===== src/rtl/hub75_rx_monitor.sv =====
// hub75_rx_monitor: HUB75 panel-side receiver rebuilding latched rows into a pixel stream
module hub75_rx_monitor #(
  parameter int N_BANKS = 2,
  parameter int N_ROWS  = 32,
  parameter int N_COLS  = 96,
  parameter int N_CHANS = 3,
  parameter int AW = $clog2(N_ROWS),
  parameter int CW = $clog2(N_COLS),
  parameter int DW = N_BANKS * N_CHANS
) (
  input  logic          clk,
  input  logic          rst,
  input  logic [AW-1:0] hub75_addr,
  input  logic [DW-1:0] hub75_data,
  input  logic          hub75_clk,
  input  logic          hub75_le,
  input  logic          hub75_blank,
  output logic          px_valid,
  input  logic          px_ready,
  output logic [AW-1:0] px_row,
  output logic [CW-1:0] px_col,
  output logic [DW-1:0] px_data,
  output logic          px_last,
  output logic [15:0]   px_on_len,
  output logic          err_len,
  output logic          err_ovf,
  input  logic          err_clr
);
  localparam int WCW = $clog2(N_COLS + 1);
  localparam logic [WCW-1:0] W_FULL = WCW'(N_COLS);
  localparam logic [CW-1:0] C_LAST = CW'(N_COLS - 1);
  typedef enum logic [1:0] {IDLE, FETCH, VALID} state_t;
  state_t state, state_n;
  logic [AW-1:0] s1_addr;
  logic [DW-1:0] s1_data;
  logic s1_clk, s2_clk, s1_le, s2_le, s1_blank;
  logic [DW-1:0] mem [2][N_COLS];
  logic wsel, too_many, too_many_n, clk_edge, le_edge, wr_en, line_ok, busy, commit, hs;
  logic [WCW-1:0] wcol;
  logic [15:0] on_cnt, on_cnt_n;
  logic [CW-1:0] rcol;
  always_comb begin
    clk_edge = s1_clk & ~s2_clk;
    le_edge = s1_le & ~s2_le;
    wr_en = clk_edge && wcol != W_FULL;
    too_many_n = too_many | (clk_edge && wcol == W_FULL);
    on_cnt_n = (!s1_blank && on_cnt != 16'hFFFF) ? on_cnt + 16'd1 : on_cnt;
    line_ok = (wr_en ? wcol + WCW'(1) : wcol) == W_FULL && !too_many_n;
    busy = state != IDLE;
    commit = le_edge && line_ok && !busy;
    px_valid = state == VALID;
    px_last = rcol == C_LAST;
    px_col = rcol;
    hs = px_valid && px_ready;
    state_n = state == IDLE ? (commit ? FETCH : IDLE) :
              state == FETCH ? VALID :
              hs ? (px_last ? IDLE : FETCH) : VALID;
  end
  always_ff @(posedge clk) begin
    if (rst) begin
      {s1_addr, s1_data, s1_clk, s2_clk, s1_le, s2_le, s1_blank} <= '0;
    end else begin
      {s1_addr, s1_data, s1_clk, s1_le, s1_blank} <= {hub75_addr, hub75_data, hub75_clk, hub75_le, hub75_blank};
      {s2_clk, s2_le} <= {s1_clk, s1_le};
    end
  end
  always_ff @(posedge clk) begin
    if (rst) begin
      wcol <= '0;
      too_many <= 1'b0;
      on_cnt <= '0;
      wsel <= 1'b0;
      err_len <= 1'b0;
      err_ovf <= 1'b0;
    end else begin
      wcol <= le_edge ? '0 : wr_en ? wcol + WCW'(1) : wcol;
      too_many <= !le_edge && too_many_n;
      on_cnt <= le_edge ? '0 : on_cnt_n;
      wsel <= commit ? ~wsel : wsel;
      err_len <= (le_edge && !line_ok) || (err_len && !err_clr);
      err_ovf <= (le_edge && line_ok && busy) || (err_ovf && !err_clr);
    end
  end
  always_ff @(posedge clk) begin
    if (wr_en) mem[wsel][wcol[CW-1:0]] <= s1_data;
  end
  always_ff @(posedge clk) begin
    if (rst) begin
      state <= IDLE;
      rcol <= '0;
      px_data <= '0;
      px_row <= '0;
      px_on_len <= '0;
    end else begin
      state <= state_n;
      if (commit) begin
        px_row <= s1_addr;
        px_on_len <= on_cnt_n;
      end
      if (state == FETCH) px_data <= mem[~wsel][rcol];
      if (hs) rcol <= px_last ? '0 : rcol + CW'(1);
    end
  end
endmodule


===== config.mk =====
export PLATFORM = sky130hd
export DESIGN_NAME = hub75_rx_monitor
export DESIGN_NICKNAME = d
export VERILOG_FILES = /design/src/rtl/hub75_rx_monitor.sv
export SDC_FILE = /design/constraint.sdc
export NUM_CORES = 1
export LEC_CHECK = 0
export ABC_AREA = 0
export BUFFER_PORTS_ARGS = -buffer_cell sky130_fd_sc_hd__buf_2
export CORE_MARGIN = 10
export CORE_UTILIZATION = 43
export DETAILED_ROUTE_END_ITERATION = 10
export SYNTH_ARGS = -nofsm -noshare
export SYNTH_HDL_FRONTEND = slang
export SYNTH_SLANG_ARGS = --single-unit

===== constraint.sdc =====
create_clock -name clk -period 4.8 [get_ports clk]
set_clock_uncertainty 0.2 [all_clocks]
set_input_delay 0.72 -clock clk [delete_from_list [all_inputs] [get_ports clk]]
set_output_delay 0.72 -clock clk [all_outputs]
set_load 0.01 [all_outputs]

== Yosys cells after proc, flatten, opt, wreduce, memory -nomap -nowiden ==
Memory sizes are Yosys's and may differ from the RTL's.
Cells that the tools add are included.
Word-level totals
  memories kept: 1
  bits in registers: 79
  input bits: 18
  output and inout bits: 38
  RAM bits: 1152
  logic and storage cells: 79
Cells by class
  $add $sub $neg: 3
  $lt $le $gt $ge: 3
  multiplexer cells: 15
  equal/unequal tests: 7
  bitwise gates (word level): 8
  reduce and logical (&&, ||, !) cells: 24
Memories
  mem: depth 2, width 576, rd ports 1, clocked after Yosys merged registers in 0, wr ports 1, line 37  | logic [DW-1:0] mem [2][N_COLS];
Operators with widths (count)
  2-to-1 mux 576 bit: 1
  binary-select mux 6 bit (select 7 bit): 1
  demux 6 bit (select 7 bit): 1
  == test 7 bit, second input constant: 3
  2-to-1 mux 6 bit: 3
  adder 16 x 1 -> 16 bit, second input constant: 1
  greater-or-equal comparator 8 bit, second input constant: 2
  2-to-1 mux 16 bit: 1
  != test 16 bit, second input constant: 1
  NOT 7 -> 8 bit: 2
  adder 7 x 1 -> 7 bit, second input constant: 2
  2-to-1 mux 7 bit: 2
  logical AND 1 bit: 13
  < comparator 8 x 1 -> 1 bit, second input constant: 1
  != test 7 bit, second input constant: 1
  logical NOT 1 bit: 6
  2-to-1 mux 2 bit: 3
  2-to-1 mux 1 bit: 3
  NOT 1 bit: 3
  bitwise AND 1 bit: 2
  == test 2 x 1 -> 1 bit, second input constant: 1
  == test 2 bit, second input constant: 1
  logical NOT 2 bit: 1
  logical OR 1 bit: 2
  3 further kinds: 3

== Logic depth before layout (Yosys ltp) ==
  depth in word-level cells: 10
  gate-level depth with buffers: 11

== Least setup slack after synthesis ==
OpenSTA, ideal clock, no wires.
  path kind: flip-flop to flip-flop
  start: register s1_data[0]
  end: memory mem[0][0] (netlist name) (data pin)
  slack: 1308 ps
  data arrival time: 2602 ps
  library setup time: 689 ps
  path buffers: 0
  clock period less this slack: 3492 ps
  required time: 3911 ps
  cell stages (with the launch flop): 1
  cell sequence: dfxtp_1
RTL lines
  start: declaration: line 35  | logic [DW-1:0] s1_data;
  start signal: assignment: line 63  | {s1_addr, s1_data, s1_clk, s1_le, s1_blank} <= {hub75_addr, hub75_data, hub75_clk, hub75_le, hub75_blank};
  end: declaration: line 37
No word-level cell before the write port.

== Worst setup path after layout ==
  start: register wcol[0]
  end: memory mem[1][347] (netlist name), enable pin
Between the ends
  cells in the longest elaborated chain, start to end: 6
Ends and longest elaborated chain
  start: declaration: line 39  | logic [WCW-1:0] wcol;
  start signal: assignment: line 76  | wcol <= le_edge ? '0 : wr_en ? wcol + WCW'(1) : wcol;
  NOT 7 -> 8 bit (implied by the code): line 85  | if (wr_en) mem[wsel][wcol[CW-1:0]] <= s1_data;
  greater-or-equal comparator 8 bit (implied by the code) / < comparator 8 x 1 -> 1 bit (equally long branches): line 85
  logical AND 1 bit (implied by the code): line 85
  2-to-1 mux 6 bit (implied by the code): line 85
  demux 6 bit (select 7 bit): line 85
  2-to-1 mux 576 bit (implied by the code) (*): line 85
Mark *: on every way between the ends. The rest lies on a longest branch, timed or not.

==> flow_metrics.py <==
metrics = {
    "run_status": {
        "status": "complete, no violations",
    },
    "place": {
        "dp_hpwl_microns": 78790,
        "globalplace.congestion": 0.8524,
        "port_buffers": 55,
    },
    "worst_setup_path": {
        "r2r-end": "mem[1][347]$_DFFE_PP_",
        "worst_ep_arrival_time_ns": 4.24,
        "crit_family": "simple AND/OR/NAND/NOR gates",
        "cpPeakStageDelay_ns": 0.72,
        "critPathBufInv": 2,
        "critPathSlowestCell": "nand3_1",
        "worstSetupPathType": "reg -> reg",
        "r2r_slack_ns": 0.69,
        "r2r_start": "wcol[0]$_SDFF_PP0_",
        "endpoint_kind": "flop",
        "path_cells": "inv_1 > ha_1 > nand4bb_1 > o21ai_0 > nor3_1 > nand3_1 > buf_4 > nor2_1",
        "cp.required_ns": 4.93,
        "crit_path_start_kind": "flop",
        "r2r_cells": 8,
        "cp_max_fo": 11,
    },
    "final_layout": {
        "area_growth_pct": 12.52,
        "seqCellArea_sq_um": 36210,
        "diodes": 0,
        "nFillCells": 9132,
        "nets": 2735,
        "drive_gt1_frac": 0.2026,
        "multi_input_area_sq_um": 11440,
    },
    "yosys": {
        "async_flop_share": 0,
        "yosysSeqAreaShare": 0.7422,
        "syn_area_sq_um": 48740,
        "synth_edf_count": 1152,
        "yosysWarnings": 0,
        "synth-main-ff-cell": "edfxtp_1",
        "yosys.area.top_type_share": 0.7098,
        "synth_cell_types": 73,
        "syn_avg_cell_area_sq_um": 18.69,
        "netlist_instances": 2608,
        "synth.area.top_cells": "edfxtp_1 (71%), mux4_2 (9.2%), dfxtp_1 (3.2%), mux2i_1 (3.2%), nor2_1 (2.0%)",
        "ys_ff_latch": 1231,
        "syn_nets": 2630,
        "yosys.area.top_type": "edfxtp_1",
    },
    "power": {
        "leakage_nw": 15.60,
        "total_power_mw": 21.78,
        "ir_worst_vdd_uv": 302.6,
        "power_density_nw_per_um2": 397.2,
    },
    "clocking": {
        "cts.sinks": 1231,
        "root_buffer": "clkbuf_16",
        "clock_latency_ns": 0.71,
        "cts_setup_buffers": 0,
        "clock_path_buffers": 3,
        "numCtsBuffers": 121,
        "clkTransAtPathRegs_ns": 0.06,
        "htree_levels": 3,
        "cts_tree": "done",
    },
    "die": {
        "initial_core_util": 0.4332,
        "core-area_sq_um": 112500,
        "die-area_sq_um": 127200,
        "rows": 123,
        "die_h_microns": 356.7,
        "pin_count": 56,
        "die_x_microns": 356.7,
    },
    "min_path": {
        "hp-class": "in -> reg",
        "hp-start": "hub75_addr[1]",
        "min_path_cells": 2,
        "whs_endpoint": "s1_addr[1]$_SDFF_PP0_",
    },
    "global_routing": {
        "first_global_vias": 25742,
        "grt_max_degree": 133,
        "overflow": 0,
        "gr-usage-all-layers": 0.1966,
        "grt_first_pass_wirelength_microns": 184200,
        "antenna_found_initial": 2,
    },
    "timing": {
        "rsz0062_at_grt": "false",
        "maxSlewHeadroom": 0.1080,
        "final_hold_viol_count": 0,
        "fin_hold_ws_ns": 0.03774,
        "fmax_mhz": 243.3,
        "layout_min_cycle_time_ns": 4.110,
        "fin_crit_sh": 0.8562,
        "drv_slew": 0,
        "worst_slew_pin_slew_ns": 1.328,
        "tns_ns": 0,
        "setup_violations": 0,
    },
    "detailed_routing": {
        "avgViaCountPerCell": 5.883,
        "drc": 0,
        "vias": 25408,
        "drtAntennaViolNets": 0,
        "wl_per_cell_microns": 29.25,
        "drt_iter0_markers": 2991,
        "routed_wl_microns": 126300,
        "dr.pass1.iters": 5,
    },
    "flow_run": {
        "maxCapViolations": 0,
    },
}
## cells in the mapped netlist (18+ instances only)
library cell     n
mux2_2          18
mux2i_1        156
dfxtp_1         79
clkbuf_1        51
o21ai_0         24
mux4_2         199
nor2b_1         61
buf_6           32
nor2_1         258
a22oi_1         53
buf_4           19
edfxtp_1      1152
nand3_1         27
mux4_1          29
nor3_1          34
nand2_1         93
buf_2           42
a21oi_1         45
## worst max path at each step
stage / startpoint / end / slack, ns / cells past startpoint
6_report: wcol[0]$_SDFF_PP0_ / mem[1][347]$_DFFE_PP_ / 0.69 / 8
5_1_grt: px_col[0]$_SDFFE_PP0P_ / px_data[3]$_SDFFE_PP0N_ / 0.51 / 7
4_1_cts: px_col[0]$_SDFFE_PP0P_ / px_last / 0.74 / 5
3_5_place_dp: wcol[0]$_SDFF_PP0_ / mem[1][347]$_DFFE_PP_ / 0.80 / 8
3_3_place_gp: wcol[0]$_SDFF_PP0_ / mem[1][347]$_DFFE_PP_ / 0.79 / 8
2_1_floorplan: s1_data[0]$_SDFF_PP0_ / mem[0][0]$_DFFE_PP_ / 1.31 / 0
## cells by family after synthesis
group           count (synthesis)  share of synthesized area
xor+xnor                       23                   0.004133
compound gates                233                    0.03412
simple gates                  545                    0.05124
flops                        1231                     0.7422
fa+ha+maj                       4                   0.001027
buf+inv                       170                    0.02346
mux                           402                     0.1438
## layout by cell type, fill, tap and decap left out, drive strengths merged, types with 53 or more instances in the layout
| cell type | netlist | final |
|---|---|---|
| nor2 | 259 | 259 |
| clkbuf | 54 | 158 |
| dfxtp | 79 | 79 |
| mux2i | 156 | 156 |
| buf | 105 | 140 |
| nand2 | 93 | 93 |
| a22oi | 53 | 53 |
| edfxtp | 1152 | 1152 |
| nor2b | 61 | 61 |
| mux4 | 228 | 228 |
## registers in the layout, indices dropped and copies added (netlist names)
name	count
too_many	1
s1_blank	1
s1_data	6
s2_clk	1
err_len	1
wcol	7
px_col	7
s1_clk	1
s1_le	1
wsel	1
err_ovf	1
s2_le	1
state	2
on_cnt	16
mem	1152
px_on_len	16
s1_addr	5
px_data	6
px_row	5
## cell type report
class	instances	area share
Multi-Input combinational cell	1207	0.2087
Inverter	11	0.0007529
Sequential cell	1231	0.6604
Timing Repair Buffer	141	0.02026
Clock buffer	158	0.06190
Clock inverter	71	0.01383
Tap cell	1500	0.03422
## metrics by stage
stage	setup slack [ns]	cells	cell area [sq um]	util
2_1_floorplan	1.308	2608	48740	-
3_3_place_gp	0.7883	4089	50670	0.4504
3_5_place_dp	0.8033	4089	50670	0.4504
4_1_cts	0.7414	4319	54830	0.4874
5_1_grt	0.5130	4319	54840	0.4874
6_report	0.6900	4319	54840	0.4874
## report_power, final
group | switching [mW] | internal [mW]
Combinational | 0.158 | 0.0316
Clock | 3.99 | 5.81
Sequential | 0.0638 | 11.7
## layer usage
layer	vias up	global-route usage	wire, microns
met5	-	0	12
met4	2	0.05953	3684
met3	199	0.04442	10920
met2	1205	0.3122	59870
met1	13292	0.2700	51820
li1	10710	-	-
## repair_timing
| item | in CTS | in global routing |
|---|---|---|
| resized for setup | 0 | 0 |
| hold buffers | 1 | 0 |
| endpoints found under the hold margin | 1 | 0 |
No activity file was read; power rests on OpenSTA's default activity.
